File: src/rtl/riscv_pkg.sv
// Shared definitions for the fetch stage and its neighbours: fetch FSM
// state encoding, the canonical NOP, base opcodes and instruction field positions.
package riscv_pkg;

  typedef enum logic [1:0] {
    S_REQ  = 2'd0,
    S_WAIT = 2'd1,
    S_HOLD = 2'd2
  } fetch_state_t;

  // addi x0, x0, 0
  localparam logic [31:0] NOP_INSTR = 32'h0000_0013;

  localparam logic [6:0] OP_LW  = 7'b0000011;
  localparam logic [6:0] OP_SW  = 7'b0100011;
  localparam logic [6:0] OP_R   = 7'b0110011;
  localparam logic [6:0] OP_BEQ = 7'b1100011;
  localparam logic [6:0] OP_JAL = 7'b1101111;
  localparam logic [6:0] OP_I   = 7'b0010011;

  localparam int OP_LSB = 0;
  localparam int OP_MSB = 6;
  localparam int F3_LSB = 12;
  localparam int F3_MSB = 14;
  localparam int F7_LSB = 25;
  localparam int F7_MSB = 31;

endpackage

File: src/rtl/pc_next_logic.sv
// Next-PC selection: sequential pc+4 (modulo 2^XLEN) or the branch/jump
// target with its two low bits cleared so fetches stay word aligned.
module pc_next_logic #(
  parameter int XLEN = 32
) (
  input  logic [XLEN-1:0] i_pc,
  input  logic            i_redirect,
  input  logic [XLEN-1:0] i_target,
  output logic [XLEN-1:0] o_pc_plus4,
  output logic [XLEN-1:0] o_next_pc
);

  logic [XLEN-1:0] w_aligned_target;

  assign o_pc_plus4       = i_pc + XLEN'(4);
  assign w_aligned_target = i_target & {{(XLEN-2){1'b1}}, 2'b00};
  assign o_next_pc        = i_redirect ? w_aligned_target : o_pc_plus4;

endmodule

File: src/rtl/fetch_unit.sv
// Instruction fetch stage: one outstanding imem request, holds the returned
// instruction for decode. Optional retired-fetch counter under FETCH_PERF_CNT_EN.
//
// Handshakes: a transfer happens on a rising clk edge where valid && ready are
// both high; a valid source keeps its payload stable until that edge.
module fetch_unit
  import riscv_pkg::*;
#(
  parameter int              XLEN      = 32,
  parameter logic [XLEN-1:0] RESET_PC  = '0,
  parameter logic [31:0]     NOP_INSTR = riscv_pkg::NOP_INSTR
) (
  input  logic            clk,
  input  logic            reset,
  output logic            imem_req_valid,
  input  logic            imem_req_ready,
  output logic [XLEN-1:0] imem_addr,
  input  logic            imem_rsp_valid,
  input  logic [31:0]     imem_rsp_data,
  output logic            instr_valid,
  input  logic            instr_ready,
  output logic [31:0]     instr,
  output logic [6:0]      op,
  output logic [2:0]      funct3,
  output logic [6:0]      funct7,
  output logic [XLEN-1:0] pc,
  output logic [XLEN-1:0] pc_plus4,
  input  logic            redirect,
  input  logic [XLEN-1:0] redirect_target,
  output logic [1:0]      dbg_state
`ifdef FETCH_PERF_CNT_EN
  ,
  output logic [31:0]     fetch_count
`endif
);

  fetch_state_t    r_state;
  logic [XLEN-1:0] r_fetch_pc;
  logic [XLEN-1:0] r_pc;
  logic [31:0]     r_instr;
  logic            r_instr_valid;
  logic [XLEN-1:0] w_next_pc;
  logic [XLEN-1:0] w_pc_plus4;
`ifdef FETCH_PERF_CNT_EN
  logic [31:0]     r_fetch_count;
`endif

  pc_next_logic #(.XLEN(XLEN)) u_pc_next (
    .i_pc       (r_pc),
    .i_redirect (redirect),
    .i_target   (redirect_target),
    .o_pc_plus4 (w_pc_plus4),
    .o_next_pc  (w_next_pc)
  );

  always_ff @(posedge clk) begin
    if (reset) begin
      r_state       <= S_REQ;
      r_fetch_pc    <= RESET_PC;
      r_pc          <= RESET_PC;
      r_instr       <= NOP_INSTR;
      r_instr_valid <= 1'b0;
`ifdef FETCH_PERF_CNT_EN
      r_fetch_count <= '0;
`endif
    end else begin
      case (r_state)
        S_REQ: begin
          if (imem_req_ready) r_state <= S_WAIT;
        end
        S_WAIT: begin
          if (imem_rsp_valid) begin
            r_instr       <= imem_rsp_data;
            r_pc          <= r_fetch_pc;
            r_instr_valid <= 1'b1;
            r_state       <= S_HOLD;
          end
        end
        S_HOLD: begin
          // redirect is only meaningful in the cycle decode consumes
          if (instr_ready) begin
            r_fetch_pc    <= w_next_pc;
            r_instr       <= NOP_INSTR;
            r_instr_valid <= 1'b0;
            r_state       <= S_REQ;
`ifdef FETCH_PERF_CNT_EN
            r_fetch_count <= r_fetch_count + 32'd1;
`endif
          end
        end
        default: r_state <= S_REQ;
      endcase
    end
  end

  // Gated by reset so no request can be accepted in the reset cycle itself.
  assign imem_req_valid = (r_state == S_REQ) && !reset;
  assign imem_addr      = r_fetch_pc;
  assign instr_valid    = r_instr_valid;
  assign instr          = r_instr;
  assign op             = r_instr[OP_MSB:OP_LSB];
  assign funct3         = r_instr[F3_MSB:F3_LSB];
  assign funct7         = r_instr[F7_MSB:F7_LSB];
  assign pc             = r_pc;
  assign pc_plus4       = w_pc_plus4;
  assign dbg_state      = r_state;
`ifdef FETCH_PERF_CNT_EN
  assign fetch_count    = r_fetch_count;
`endif

endmodule

File: config.mk
export PLATFORM = sky130hd
export DESIGN_NAME = fetch_unit
export DESIGN_NICKNAME = d
export VERILOG_FILES = /design/src/rtl/riscv_pkg.sv /design/src/rtl/pc_next_logic.sv /design/src/rtl/fetch_unit.sv
export SDC_FILE = /design/constraint.sdc
export NUM_CORES = 1
export LEC_CHECK = 0
export BUFFER_PORTS_ARGS = -buffer_cell sky130_fd_sc_hd__clkbuf_2
export CAP_MARGIN = 20
export CELL_PAD_IN_SITES_DETAIL_PLACEMENT = 1
export CELL_PAD_IN_SITES_GLOBAL_PLACEMENT = 1
export CORE_MARGIN = 2
export CORE_UTILIZATION = 32
export CTS_CLUSTER_SIZE = 25
export DETAILED_ROUTE_END_ITERATION = 10
export HOLD_SLACK_MARGIN = 0.15
export PLACE_DENSITY_LB_ADDON = 0.1
export SLEW_MARGIN = 20
export SYNTH_ARGS = -nofsm -noshare
export SYNTH_HDL_FRONTEND = slang
export SYNTH_HIERARCHICAL = 1
export SYNTH_SLANG_ARGS = --single-unit
File: constraint.sdc
create_clock -name clk -period 2.4 [get_ports clk]
set_input_delay 0.24 -clock clk [delete_from_list [all_inputs] [get_ports clk]]
set_output_delay 0.24 -clock clk [all_outputs]
set_load 0.03 [all_outputs]
[Word-level counts from Yosys, hierarchy flattened]
Index checks and enable logic that the tools add are counted.
Cells by class
  multipliers: 0
  reductions and logical operators: 8
  equality and inequality tests: 5
  mux-type cells: 11
  shifts and indexed selects: 0
  add/subtract/negate cells: 1
  divide/modulo/power cells: 0
  bitwise gates (word level): 0
  order comparisons: 0
Operators by type and width (number)
  two-way mux 32 bit: 3
  case mux 32 bit (2 select lines): 1
  adder 32 x 3 -> 32 bit, second input constant: 1
  two-way mux 2 bit: 3
  != test 2 bit, second input constant: 3
  case mux 2 bit (3 select lines): 1
  AND reduction 3 bit: 2
  AND reduction 2 bit: 2
  == test 2 x 1 -> 1 bit, second input constant: 1
  == test 2 bit, second input constant: 1
  logical NOT 2 bit: 1
  two-way mux 1 bit: 2
  case mux 1 bit (2 select lines): 1
  nonzero test 2 bit: 1
  logical AND 1 bit: 1
  logical NOT 1 bit: 1
Storage, ports and cells
  input port bits: 70
  memories kept: 0
  memory bits (writable): 0
  logic and storage cells: 30
  bits in latches: 0
  bits in registers: 99
  bits in read-only memories: 0

[Logic depth before layout (Yosys ltp)]
Gate-level depths: netlist of run 1.
  depth after elaboration: 3
  depth in mapped cells: 7
  mapped depth without buffers: 7

[By module]
The synthesis of run 1 kept the hierarchy.
Modules (own cells, without submodules)
  fetch_unit: cells an instance 387, seq. area each 1981.9 µm², times used 1, area each 3460.8 µm²
  pc_next_logic: cells an instance 172, seq. area each 0.0 µm², times used 1, area each 1109.8 µm²

[Least setup slack after synthesis of run 1]
OpenSTA, ideal clock, no wires.
  path kind: reg2reg
  start: register r_pc[2] (netlist: pc[2])
  end: register r_fetch_pc[16] (netlist: imem_addr[16])
  setup slack: -269 ps
  cell stages (with the launch flop): 8
  data required time: 2330 ps
  arrival: 2598 ps
  period minus slack after synthesis: 2669 ps
  buffers on the path: 0
  cell sequence: dfxtp_1 > ha_1 > nand3_1 > or4_1 > xnor2_1 > mux2_2 > nand2_1 > a21oi_1
Between the ends
  word-level cells in the longest chain between the ends: 2
Ends and longest elaborated chain
  from (decl): RTL line fetch_unit.sv:39  | logic [XLEN-1:0] r_pc;
  from (signal assigned): RTL line fetch_unit.sv:74  | r_pc <= r_fetch_pc;
  adder 32 x 3 -> 32 bit: RTL line pc_next_logic.sv:15  | assign o_pc_plus4 = i_pc + XLEN'(4);
  named net pc_plus4[16]: RTL line fetch_unit.sv:27  | output logic [XLEN-1:0] pc_plus4,
  two-way mux 32 bit: RTL line pc_next_logic.sv:17  | assign o_next_pc = i_redirect ? w_aligned_target : o_pc_plus4;
  named net w_next_pc[16]: RTL line fetch_unit.sv:42  | logic [XLEN-1:0] w_next_pc;
  to (signal assigned): RTL line fetch_unit.sv:82  | r_fetch_pc <= w_next_pc;
  to (decl): RTL line fetch_unit.sv:38  | logic [XLEN-1:0] r_fetch_pc;
The timed path passes the listed nets, and every way through them passes these cells.
A chain may end at the register's enable or synchronous reset.

[Worst setup path in the final report of run 1]
  start: register r_pc[15] (netlist: pc[15])
  end: output pc_plus4[19]
Between the ends
  word-level cells in the longest chain between the ends: 1
Ends and longest elaborated chain (RTL line)
  adder 32 x 3 -> 32 bit: pc_next_logic.sv:15
  to (decl): fetch_unit.sv:27
No other way between the ends.

==> results of run 1 <==
[flip-flops by register name (all words and copies together), names as in the netlist]
name	count
pc	32
instr_valid	1
instr	32
dbg_state	2
imem_addr	32
[cells by family (layout without fill, tap and decap cells)]
family                   Yosys count  count (layout)  synth area share, %
AO/OA/AOI/OAI                    123             123                 17.2
XOR/XNOR                          18              18                 3.45
adder cells (fa/ha/maj)            1               1                0.274
buffers and inverters             64             318                 7.77
flip-flops                        99              99                 43.4
multiplexers                      16              16                 3.91
AND/OR/NAND/NOR                  238             238                 24.0
[power groups by stage]
stage | Clock, mW | Combinational, mW | Sequential (mW)
global placement | 0 | 0.347 | 1.73
detailed placement | 0 | 0.353 | 1.73
floorplan | 0 | 0.182 | 1.78
CTS | 1.53 | 0.397 | 1.69
finish | 1.49 | 0.401 | 1.69
global route | 1.59 | 0.431 | 1.70
[routing by layer]
metal,track usage (%),part of all wire (%),vias up
met5,0,0,-
met3,3.23,4.4,16
met1,28.7,45,2428
met4,7.10,1.4,0
met2,37.8,49,145
li1,-,-,2422
[path summary, 6_finish.rpt]
check | start | endpoint | slack [ps] | depth (start not counted)
min | instr_ready | dbg_state[1] | 190 | 3
max reg2reg | pc[9] | imem_addr[23] | 240 | 7
max | pc[15] | pc_plus4[19] | 20 | 6
min reg2reg | imem_addr[3] | pc[3] | 470 | 2
[timing repair]
action,CTS,global route
cloned,0,0
hold buffers,32,0
resized for setup,39,22
endpoints found under the setup margin,9,16
hold endpoints to repair,32,0
buffers inserted,6,5
pin swaps,5,1
[worst max-delay path, stage by stage (launching register included)]
cell      delay, ps
dfxtp_1         350
buf_4           140
nand4_1         150
nor4_2          360
or3b_2          490
nand2_1         100
clkbuf_2        200
[per-stage QoR]
step / instances / hold slack [ps] / setup WS (ps)
4_1_cts: 987 / 177 / -0.939
6_report: 993 / 190 / 17.3
2_1_floorplan: 559 / 373 / -2.50
5_1_grt: 993 / 192 / -69.6
3_3_place_gp: 934 / 454 / 140
3_5_place_dp: 934 / 453 / 124
[cell type report]
cell class | instances | share of cell area [%]
tap | 180 | 3.33
timing repair buffer | 297 | 27.1
inverter | 6 | 0.333
clock inverter | 6 | 1.07
sequential | 99 | 29.6
clock buffer | 9 | 3.33
multi-input combinational | 396 | 35.3
[layout by cell type (no fill, tap or decap), types with 10 or more instances in the layout]
cell           synthesis  routed
clkbuf_2               0     207
nand2_1              152     146
dfxtp_1               99      85
a21oi_1               66      66
buf_4                 20      47
dlygate4sd3_1          0      32
a22o_1                29      29
nor2_1                18      18
mux2_2                15      15
dfxtp_2                0      13
nand4_1               10      10
a31oi_1               10      10
==> metrics.txt, run 1 <==
# TYPE chip_impl_metric gauge
chip_impl_metric{name="final_ant_viol_nets",unit=""} 0
chip_impl_metric{name="port-buffer-count",unit=""} 216
chip_impl_metric{name="grt_first_pass_wirelength",unit="microns"} 26000
chip_impl_metric{name="p_int",unit="mW"} 2.64
chip_impl_metric{name="slew-limit-headroom",unit="%"} 50.1
chip_impl_metric{name="globalRouteTotalUtil",unit="%"} 22.2
chip_impl_info{name="worstSetupStartpointType",value="flip-flop"} 1
chip_impl_metric{name="number_of_nets_in_the_synthesized_netlist",unit=""} 630
chip_impl_metric{name="die_width",unit="microns"} 124
chip_impl_metric{name="first_global_vias",unit=""} 4894
chip_impl_metric{name="cts.reportedPaths.clkPinSlew",unit="ps"} 70
chip_impl_metric{name="detailroute.via_count",unit=""} 5011
chip_impl_metric{name="area_of_the_multi_input_gates",unit="sq um"} 2390
chip_impl_metric{name="cap_violations",unit=""} 0
chip_impl_metric{name="yosysUniqueCellTypes",unit=""} 41
chip_impl_metric{name="power",unit="mW"} 3.58
chip_impl_info{name="synth.area.top_cells",value="dfxtp_1, nand2_1, a21oi_1, a22o_1, mux2_2"} 1
chip_impl_metric{name="fin_worst_skew",unit="ps"} 3.90
chip_impl_info{name="hold_path.class",value="input port to flip-flop"} 1
chip_impl_metric{name="dpl.hpwl",unit="microns"} 11900
chip_impl_metric{name="path_max_fanout",unit=""} 5
chip_impl_metric{name="final-max-slew-violation-count",unit=""} 0
chip_impl_metric{name="grt_remaining_overflow",unit=""} 0
chip_impl_metric{name="fillers",unit=""} 1695
chip_impl_info{name="synth_commonest_cells",value="nand2_1, dfxtp_1, a21oi_1"} 1
chip_impl_metric{name="synth_seq_cells",unit=""} 99
chip_impl_metric{name="post_drt_via_cell_ratio",unit=""} 5.05
chip_impl_info{name="post-synth-top-area-cell",value="dfxtp_1"} 1
chip_impl_metric{name="design.die.area",unit="sq um"} 15300
chip_impl_metric{name="worst_pin_slew",unit="ps"} 748
chip_impl_metric{name="post_synthesis_instance_total",unit=""} 559
chip_impl_metric{name="boundaryPins",unit=""} 219
chip_impl_metric{name="coreArea",unit="sq um"} 13900
chip_impl_metric{name="cts_max_level",unit=""} 3
chip_impl_metric{name="ys_async_sr_fraction",unit="%"} 0
chip_impl_info{name="rsz0062_at_grt",value="yes"} 1
chip_impl_metric{name="clk-insertion-delay-late",unit="ps"} 350
chip_impl_metric{name="drt_first_pass_iters",unit=""} 4
chip_impl_metric{name="area_growth_syn_to_layout",unit="%"} 48.1
chip_impl_metric{name="max_buffers_root_to_sink",unit=""} 2
chip_impl_metric{name="yosysWarnings",unit=""} 6
chip_impl_metric{name="worst_ep_arrival_time",unit="ps"} 2140
chip_impl_metric{name="drt_iter0_drc",unit=""} 203
chip_impl_metric{name="synth_sequential_area_ratio",unit="%"} 43.4
chip_impl_info{name="timing.critical_path.to_type",value="output pin"} 1
chip_impl_metric{name="timing.fmax",unit="MHz"} 420
chip_impl_info{name="timing.setup.critical_path_class",value="flip-flop to output pin"} 1
chip_impl_info{name="clk_tree_root_cell",value="clkbuf_16"} 1
chip_impl_metric{name="number_of_enable_flip_flop_cells_after_synthesis",unit=""} 0
chip_impl_metric{name="drc",unit=""} 0
chip_impl_metric{name="dp_area",unit="sq um"} 5850
chip_impl_metric{name="min_period_over_period",unit="%"} 99.3
chip_impl_metric{name="finalCriticalPeriod",unit="ps"} 2380
chip_impl_metric{name="sequentialPowerShare",unit="%"} 47.3
chip_impl_metric{name="peakVddDrop",unit="V"} 0.000301
chip_impl_metric{name="cts.sinks",unit=""} 99
chip_impl_metric{name="layout-drive-gt1-share",unit="%"} 42.6
chip_impl_info{name="dominantRegCellSynth",value="dfxtp_1"} 1
chip_impl_metric{name="p_comb_share",unit="%"} 11.2
chip_impl_metric{name="hold_violations",unit=""} 0
chip_impl_info{name="status",value="complete, no violations"} 1
chip_impl_metric{name="switching_power",unit="mW"} 0.938
chip_impl_metric{name="pwr-share-clk",unit="%"} 41.5
chip_impl_metric{name="timing.setup.tns",unit="ps"} 0
chip_impl_metric{name="initial_core_util",unit="%"} 32.8
chip_impl_metric{name="layout.core_utilization",unit="%"} 48.6
chip_impl_info{name="tritoncts_clock_tree",value="built"} 1
chip_impl_metric{name="number_of_antenna_violations_at_the_first_check_in_global_routing",unit=""} 0
chip_impl_metric{name="p_sw_share",unit="%"} 26.2
chip_impl_metric{name="number_of_inserted_diodes",unit=""} 0
chip_impl_metric{name="proportion_of_netlist_area_held_by_the_largest_area_contributor",unit="%"} 43.4
chip_impl_metric{name="static-leakage-power",unit="nW"} 3.01
chip_impl_metric{name="nNetsFinal",unit=""} 880
chip_impl_metric{name="critPathRequiredTime",unit="ps"} 2160
chip_impl_metric{name="vertical_die_dimension",unit="microns"} 124
chip_impl_metric{name="footprint_of_the_flip_flops_and_latches",unit="sq um"} 2000
chip_impl_metric{name="gp_congestion",unit=""} 0.776
chip_impl_metric{name="power.density_cell_area",unit="nW/um^2"} 529
chip_impl_info{name="post-synth-top-count-cell",value="nand2_1"} 1
chip_impl_metric{name="placementRows",unit=""} 43
chip_impl_metric{name="cts_buffers",unit=""} 9
chip_impl_metric{name="final_design_area_no_fill",unit="sq um"} 6770
chip_impl_metric{name="post_synth_instance_area",unit="sq um"} 4570
chip_impl_metric{name="finalSetupViolations",unit=""} 0
chip_impl_metric{name="detail_route.wl_per_cell",unit="microns"} 17.4
chip_impl_metric{name="routed_wirelength",unit="microns"} 17300
chip_impl_metric{name="grt_start_max_net_pins",unit=""} 67
chip_impl_metric{name="synth_area_per_cell",unit="sq um"} 8.18
Note: power is estimated with default switching activity, not from simulation.
==> run 2: changes to the inputs <==
--- a/config.mk
+++ b/config.mk
@@ -14,6 +14,7 @@
 export CTS_CLUSTER_SIZE = 25
 export DETAILED_ROUTE_END_ITERATION = 10
 export HOLD_SLACK_MARGIN = 0.15
+export MAX_ROUTING_LAYER = met4
 export PLACE_DENSITY_LB_ADDON = 0.1
 export SLEW_MARGIN = 20
 export SYNTH_ARGS = -nofsm -noshare
==> run 2 against run 1 <==
Effect of this change:
- global-route usage up 0.58 points
- clock-buffer cell count unchanged
- total power about the same
- largest power group unchanged
==> metrics.txt, run 2 (same netlist as run 1, synthesis figures left out) <==
# TYPE chip_impl_metric gauge
chip_impl_metric{name="max_buffers_root_to_sink",unit=""} 2
chip_impl_metric{name="cts_buffers",unit=""} 9
chip_impl_metric{name="path_max_fanout",unit=""} 5
chip_impl_metric{name="timing.final.ws_setup",unit="ps"} 16.6
chip_impl_metric{name="cts.reportedPaths.clkPinSlew",unit="ps"} 70
chip_impl_info{name="rsz0062_at_grt",value="yes"} 1
chip_impl_info{name="timing.critical_path.to_type",value="output pin"} 1
chip_impl_info{name="status",value="complete, no violations"} 1
chip_impl_metric{name="grt_remaining_overflow",unit=""} 0
chip_impl_metric{name="design.die.area",unit="sq um"} 15300
chip_impl_metric{name="nNetsFinal",unit=""} 880
chip_impl_metric{name="slew-limit-headroom",unit="%"} 50.0
chip_impl_metric{name="grt_first_pass_wirelength",unit="microns"} 25900
chip_impl_metric{name="worst_pin_slew",unit="ps"} 750
chip_impl_metric{name="clk-insertion-delay-late",unit="ps"} 350
chip_impl_metric{name="die_width",unit="microns"} 124
chip_impl_metric{name="vertical_die_dimension",unit="microns"} 124
chip_impl_metric{name="gp_congestion",unit=""} 0.786
chip_impl_metric{name="detail_route.wl_per_cell",unit="microns"} 17.4
chip_impl_info{name="leading_cell_type_in_the_layout_fill_and_taps_excluded",value="clkbuf_2"} 1
chip_impl_metric{name="finalSetupViolations",unit=""} 0
chip_impl_metric{name="worst_ep_arrival_time",unit="ps"} 2140
chip_impl_metric{name="detailroute.via_count",unit=""} 5005
chip_impl_metric{name="initial_core_util",unit="%"} 32.8
chip_impl_metric{name="finalNonFillerCells",unit=""} 993
chip_impl_metric{name="drt_first_pass_iters",unit=""} 4
chip_impl_metric{name="p_sw_share",unit="%"} 26.2
chip_impl_metric{name="critPathRequiredTime",unit="ps"} 2160
chip_impl_metric{name="final_ant_viol_nets",unit=""} 0
chip_impl_metric{name="drc",unit=""} 0
chip_impl_metric{name="power.density_cell_area",unit="nW/um^2"} 530
chip_impl_metric{name="placementRows",unit=""} 43
chip_impl_metric{name="fillers",unit=""} 1695
chip_impl_metric{name="dp_area",unit="sq um"} 5850
chip_impl_metric{name="post_drt_via_cell_ratio",unit=""} 5.04
chip_impl_metric{name="final-max-slew-violation-count",unit=""} 0
chip_impl_metric{name="peakVddDrop",unit="V"} 0.000302
chip_impl_metric{name="coreArea",unit="sq um"} 13900
chip_impl_metric{name="static-leakage-power",unit="nW"} 3.01
chip_impl_metric{name="fin_worst_skew",unit="ps"} 4.37
chip_impl_metric{name="number_of_inserted_diodes",unit=""} 0
chip_impl_info{name="worstSetupStartpointType",value="flip-flop"} 1
chip_impl_metric{name="drt_iter0_drc",unit=""} 209
chip_impl_metric{name="layout.core_utilization",unit="%"} 48.6
chip_impl_metric{name="routed_wirelength",unit="microns"} 17300
chip_impl_metric{name="finalCriticalPeriod",unit="ps"} 2380
chip_impl_metric{name="switching_power",unit="mW"} 0.940
chip_impl_metric{name="number_of_antenna_violations_at_the_first_check_in_global_routing",unit=""} 0
chip_impl_metric{name="layout-drive-gt1-share",unit="%"} 42.6
chip_impl_metric{name="sequentialPowerShare",unit="%"} 47.2
chip_impl_metric{name="grt_start_max_net_pins",unit=""} 67
chip_impl_info{name="tritoncts_clock_tree",value="built"} 1
chip_impl_metric{name="boundaryPins",unit=""} 219
chip_impl_metric{name="p_comb_share",unit="%"} 11.2
chip_impl_info{name="clk_tree_root_cell",value="clkbuf_16"} 1
chip_impl_metric{name="first_global_vias",unit=""} 4912
chip_impl_metric{name="min_period_over_period",unit="%"} 99.3
chip_impl_metric{name="post-place-cells",unit=""} 934
chip_impl_metric{name="cap_violations",unit=""} 0
chip_impl_metric{name="post-place-ws",unit="ps"} 124
chip_impl_info{name="hold_path.class",value="input port to flip-flop"} 1
chip_impl_metric{name="final_design_area_no_fill",unit="sq um"} 6770
chip_impl_metric{name="timing.fmax",unit="MHz"} 420
chip_impl_metric{name="r2r_setup_slack",unit="ps"} 240
chip_impl_metric{name="p_int",unit="mW"} 2.64
chip_impl_metric{name="area_growth_syn_to_layout",unit="%"} 48.1
chip_impl_metric{name="globalRouteTotalUtil",unit="%"} 22.7
chip_impl_info{name="layout.cells.most_common_list",value="clkbuf_2, nand2_1, dfxtp_1"} 1
chip_impl_metric{name="power",unit="mW"} 3.58
chip_impl_metric{name="hold_violations",unit=""} 0
chip_impl_metric{name="dpl.hpwl",unit="microns"} 11900
chip_impl_info{name="timing.setup.critical_path_class",value="flip-flop to output pin"} 1
chip_impl_metric{name="pwr-share-clk",unit="%"} 41.6
chip_impl_metric{name="port-buffer-count",unit=""} 216
chip_impl_metric{name="cts.sinks",unit=""} 99
chip_impl_metric{name="cts_max_level",unit=""} 3
[run 2: metal layers]
metal / vias to the layer above / part of all wire (%) / GRT usage [%]
met4: 0 / 1.4 / 7.32
met1: 2422 / 45 / 28.7
met5: - / 0 / -
met3: 16 / 4.4 / 2.91
li1: 2422 / - / -
met2: 145 / 49 / 37.7
[run 2: worst paths after layout]
kind	start	end	cells past startpoint
hold / removal	reset	dbg_state[0]	2
hold reg to reg	imem_addr[23]	pc[23]	2
setup / recovery	pc[15]	pc_plus4[19]	6
setup reg to reg	pc[9]	imem_addr[23]	7
[run 2: area by class of cell]
type	instances	area, sq um	share of cell area (%)
Clock buffer	9	225	3.33
Clock inverter	6	72.6	1.07
Inverter	6	22.5	0.333
Multi-Input combinational cell	396	2390	35.3
Sequential cell	99	2000	29.6
Tap cell	180	225	3.33
Timing Repair Buffer	297	1830	27.1
[run 2: through the flow]
step / TNS (ps) / hold WS (ps)
CTS: -1.08 / 177
floorplan: -2.50 / 373
global placement: 0 / 454
detailed placement: 0 / 453
finish: 0 / 189
global route: -443 / 192
[run 2: power by group through the flow]
stage	Clock (mW)	Combinational, mW	Sequential (mW)
6_report	1.49	0.401	1.69
5_1_grt	1.59	0.431	1.70
4_1_cts	1.53	0.397	1.69
3_5_place_dp	0	0.353	1.73
3_3_place_gp	0	0.347	1.73
2_1_floorplan	0	0.182	1.78
[run 2: timing repair]
action / in CTS / in global routing
hold buffers: 32 / 0
endpoints found under the setup margin: 9 / 16
buffers inserted: 6 / 5
pin swaps: 5 / 1
resized for setup: 39 / 22
hold endpoints to repair: 32 / 0
[run 2: worst max-delay path, cell delays in order, from the launching register on]
cell	delay (ps)
dfxtp_1	350
buf_4	140
nand4_1	150
nor4_2	360
or3b_2	500
nand2_1	100
clkbuf_2	200
==> run 3: changes to the inputs <==
--- a/config.mk
+++ b/config.mk
@@ -16,6 +16,7 @@
 export HOLD_SLACK_MARGIN = 0.15
 export MAX_ROUTING_LAYER = met4
 export PLACE_DENSITY_LB_ADDON = 0.1
+export SETUP_SLACK_MARGIN = 0.1
 export SLEW_MARGIN = 20
 export SYNTH_ARGS = -nofsm -noshare
 export SYNTH_HDL_FRONTEND = slang
==> run 3 against run 2 <==
Effect of this change:
- the flow now finishes with violations (setup timing)
- non-clock buffer count up 8
- cell count is 0.91% higher
- clock-buffer cell count stayed put
- via count up 0.42%
- register-to-register slack improved by 50 ps
- combinational power is 1% higher
- clock skew hardly changed
- sequential power about the same
==> metrics.txt, run 3 (same netlist as run 1, synthesis figures left out) <==
# TYPE chip_impl_metric gauge
chip_impl_info{name="status",value="finished, violations left"} 1
chip_impl_info{name="failed_checks",value="setup timing"} 1
chip_impl_metric{name="p_comb_share",unit="%"} 10.4
chip_impl_metric{name="r2r_cells",unit=""} 11
chip_impl_metric{name="finalSetupViolations",unit=""} 5
chip_impl_metric{name="power",unit="mW"} 3.92
chip_impl_info{name="timing.critical_path.to_type",value="output pin"} 1
chip_impl_info{name="timing.setup.critical_path_class",value="flip-flop to output pin"} 1
chip_impl_metric{name="worst_ep_arrival_time",unit="ps"} 2230
chip_impl_metric{name="port-buffer-count",unit=""} 216
chip_impl_metric{name="slew-limit-headroom",unit="%"} 44.5
chip_impl_info{name="hold_path.class",value="input port to flip-flop"} 1
chip_impl_metric{name="timing.fmax",unit="MHz"} 405
chip_impl_metric{name="number_of_inserted_diodes",unit=""} 0
chip_impl_metric{name="cap_violations",unit=""} 0
chip_impl_info{name="clk_tree_root_cell",value="clkbuf_16"} 1
chip_impl_metric{name="final_design_area_no_fill",unit="sq um"} 7200
chip_impl_metric{name="dp_area",unit="sq um"} 5870
chip_impl_metric{name="layout-drive-gt1-share",unit="%"} 44.4
chip_impl_metric{name="dpl.hpwl",unit="microns"} 12000
chip_impl_metric{name="clk-insertion-delay-late",unit="ps"} 360
chip_impl_metric{name="final_ant_viol_nets",unit=""} 0
chip_impl_metric{name="cts.sinks",unit=""} 99
chip_impl_metric{name="coreArea",unit="sq um"} 13900
chip_impl_metric{name="vertical_die_dimension",unit="microns"} 124
chip_impl_metric{name="cts_max_level",unit=""} 3
chip_impl_metric{name="placementRows",unit=""} 43
chip_impl_metric{name="cts.reportedPaths.clkPinSlew",unit="ps"} 70
chip_impl_metric{name="area_growth_syn_to_layout",unit="%"} 57.5
chip_impl_metric{name="number_of_antenna_violations_at_the_first_check_in_global_routing",unit=""} 0
chip_impl_metric{name="globalRouteTotalUtil",unit="%"} 23.6
chip_impl_metric{name="die_width",unit="microns"} 124
chip_impl_info{name="layout.cells.most_common_list",value="clkbuf_2, nand2_1, dfxtp_1"} 1
chip_impl_metric{name="path_max_fanout",unit=""} 5
chip_impl_metric{name="p_int",unit="mW"} 2.96
chip_impl_metric{name="power.density_cell_area",unit="nW/um^2"} 544
chip_impl_metric{name="grt_first_pass_wirelength",unit="microns"} 26800
chip_impl_metric{name="boundaryPins",unit=""} 219
chip_impl_metric{name="critPathRequiredTime",unit="ps"} 2160
chip_impl_metric{name="drt_iter0_drc",unit=""} 173
chip_impl_metric{name="gp_congestion",unit=""} 0.786
chip_impl_metric{name="timing.final.ws_setup",unit="ps"} -67.3
chip_impl_metric{name="met2_length",unit="microns"} 8730
chip_impl_metric{name="routed_wirelength",unit="microns"} 17800
chip_impl_metric{name="worst_pin_slew",unit="ps"} 828
chip_impl_metric{name="finalCriticalPeriod",unit="ps"} 2470
chip_impl_metric{name="design.die.area",unit="sq um"} 15300
chip_impl_info{name="rsz0062_at_grt",value="yes"} 1
chip_impl_metric{name="pwr-share-clk",unit="%"} 46.5
chip_impl_metric{name="grt_remaining_overflow",unit=""} 0
chip_impl_metric{name="max_buffers_root_to_sink",unit=""} 2
chip_impl_metric{name="p_sw_share",unit="%"} 24.3
chip_impl_metric{name="drt-met1-wl",unit="microns"} 8040
chip_impl_metric{name="grt_start_max_net_pins",unit=""} 67
chip_impl_metric{name="cts_buffers",unit=""} 9
chip_impl_metric{name="min_period_over_period",unit="%"} 103
chip_impl_info{name="leading_cell_type_in_the_layout_fill_and_taps_excluded",value="clkbuf_2"} 1
chip_impl_metric{name="final-max-slew-violation-count",unit=""} 0
chip_impl_metric{name="fin_worst_skew",unit="ps"} 4.72
chip_impl_metric{name="detailroute.via_count",unit=""} 5026
chip_impl_info{name="top_layer",value="met4"} 1
chip_impl_metric{name="drt_first_pass_iters",unit=""} 4
chip_impl_metric{name="hold_violations",unit=""} 0
chip_impl_metric{name="first_global_vias",unit=""} 5079
chip_impl_metric{name="dr_wl_met3",unit="microns"} 849
chip_impl_metric{name="switching_power",unit="mW"} 0.952
chip_impl_metric{name="worst_hold_path.num_cells",unit=""} 2
chip_impl_metric{name="fillers",unit=""} 1691
chip_impl_metric{name="timing.setup.tns",unit="ps"} -180
chip_impl_metric{name="drc",unit=""} 0
chip_impl_metric{name="initial_core_util",unit="%"} 32.8
chip_impl_info{name="tritoncts_clock_tree",value="built"} 1
chip_impl_info{name="worstSetupStartpointType",value="flip-flop"} 1
chip_impl_metric{name="static-leakage-power",unit="nW"} 3.17
chip_impl_metric{name="detail_route.wl_per_cell",unit="microns"} 17.8
chip_impl_metric{name="post_drt_via_cell_ratio",unit=""} 5.02
chip_impl_metric{name="peakVddDrop",unit="V"} 0.000347
chip_impl_metric{name="sequentialPowerShare",unit="%"} 43.1
chip_impl_metric{name="nNetsFinal",unit=""} 888
## run 3: area by class of cell
class	instances	area, sq um	share of cell area (%)
Clock buffer	9	225	3.13
Clock inverter	7	148	2.05
Inverter	6	22.5	0.313
Multi-Input combinational cell	396	2530	35.2
Sequential cell	99	2020	28.0
Tap cell	180	225	3.13
Timing Repair Buffer	305	2030	28.1
## run 3: worst max-delay path, stage by stage, from the launching register on
cell	delay, ps
dfxtp_4	370
buf_6	100
nand4_1	180
or4_4	690
o31ai_4	300
nand2_2	80
buf_8	140
## run 3: power by group through the flow
stage / clock, mW / combinational (mW) / sequential [mW]
detailed placement: 0 / 0.357 / 1.73
global placement: 0 / 0.352 / 1.73
CTS: 1.86 / 0.402 / 1.69
global route: 1.93 / 0.436 / 1.69
floorplan: 0 / 0.182 / 1.78
finish: 1.82 / 0.406 / 1.69
## run 3: path summary, 6_finish.rpt
| kind | slack [ps] | end | from |
|---|---|---|---|
| hold reg to reg | 460 | pc[4] | imem_addr[4] |
| setup reg to reg | 290 | imem_addr[31] | pc[2] |
| setup / recovery | -70 | pc_plus4[25] | pc[16] |
| hold / removal | 170 | dbg_state[0] | reset |
## run 3: metrics by stage
stage | hold WS (ps) | cells | util, % | setup slack, ps
6_report | 168 | 1002 | 51.7 | -67.3
5_1_grt | 171 | 1002 | 51.7 | -158
4_1_cts | 153 | 997 | 50.8 | -61.5
3_5_place_dp | 461 | 932 | 42.1 | 117
3_3_place_gp | 448 | 932 | 42.1 | 141
2_1_floorplan | 373 | 559 | - | 52.3
## run 3: repair_timing
action | in CTS | in global routing
resized for setup | 85 | 32
buffers inserted | 17 | 4
pin swaps | 16 | 8
endpoints found under the setup margin | 18 | 21
hold buffers | 32 | 0
hold endpoints to repair | 32 | 0
## run 3: routing by layer
metal | global-route usage (%) | up-vias
met3 | 5.35 | 14
met5 | - | -
met1 | 28.5 | 2426
met4 | 5.40 | 0
li1 | - | 2439
met2 | 40.0 | 147
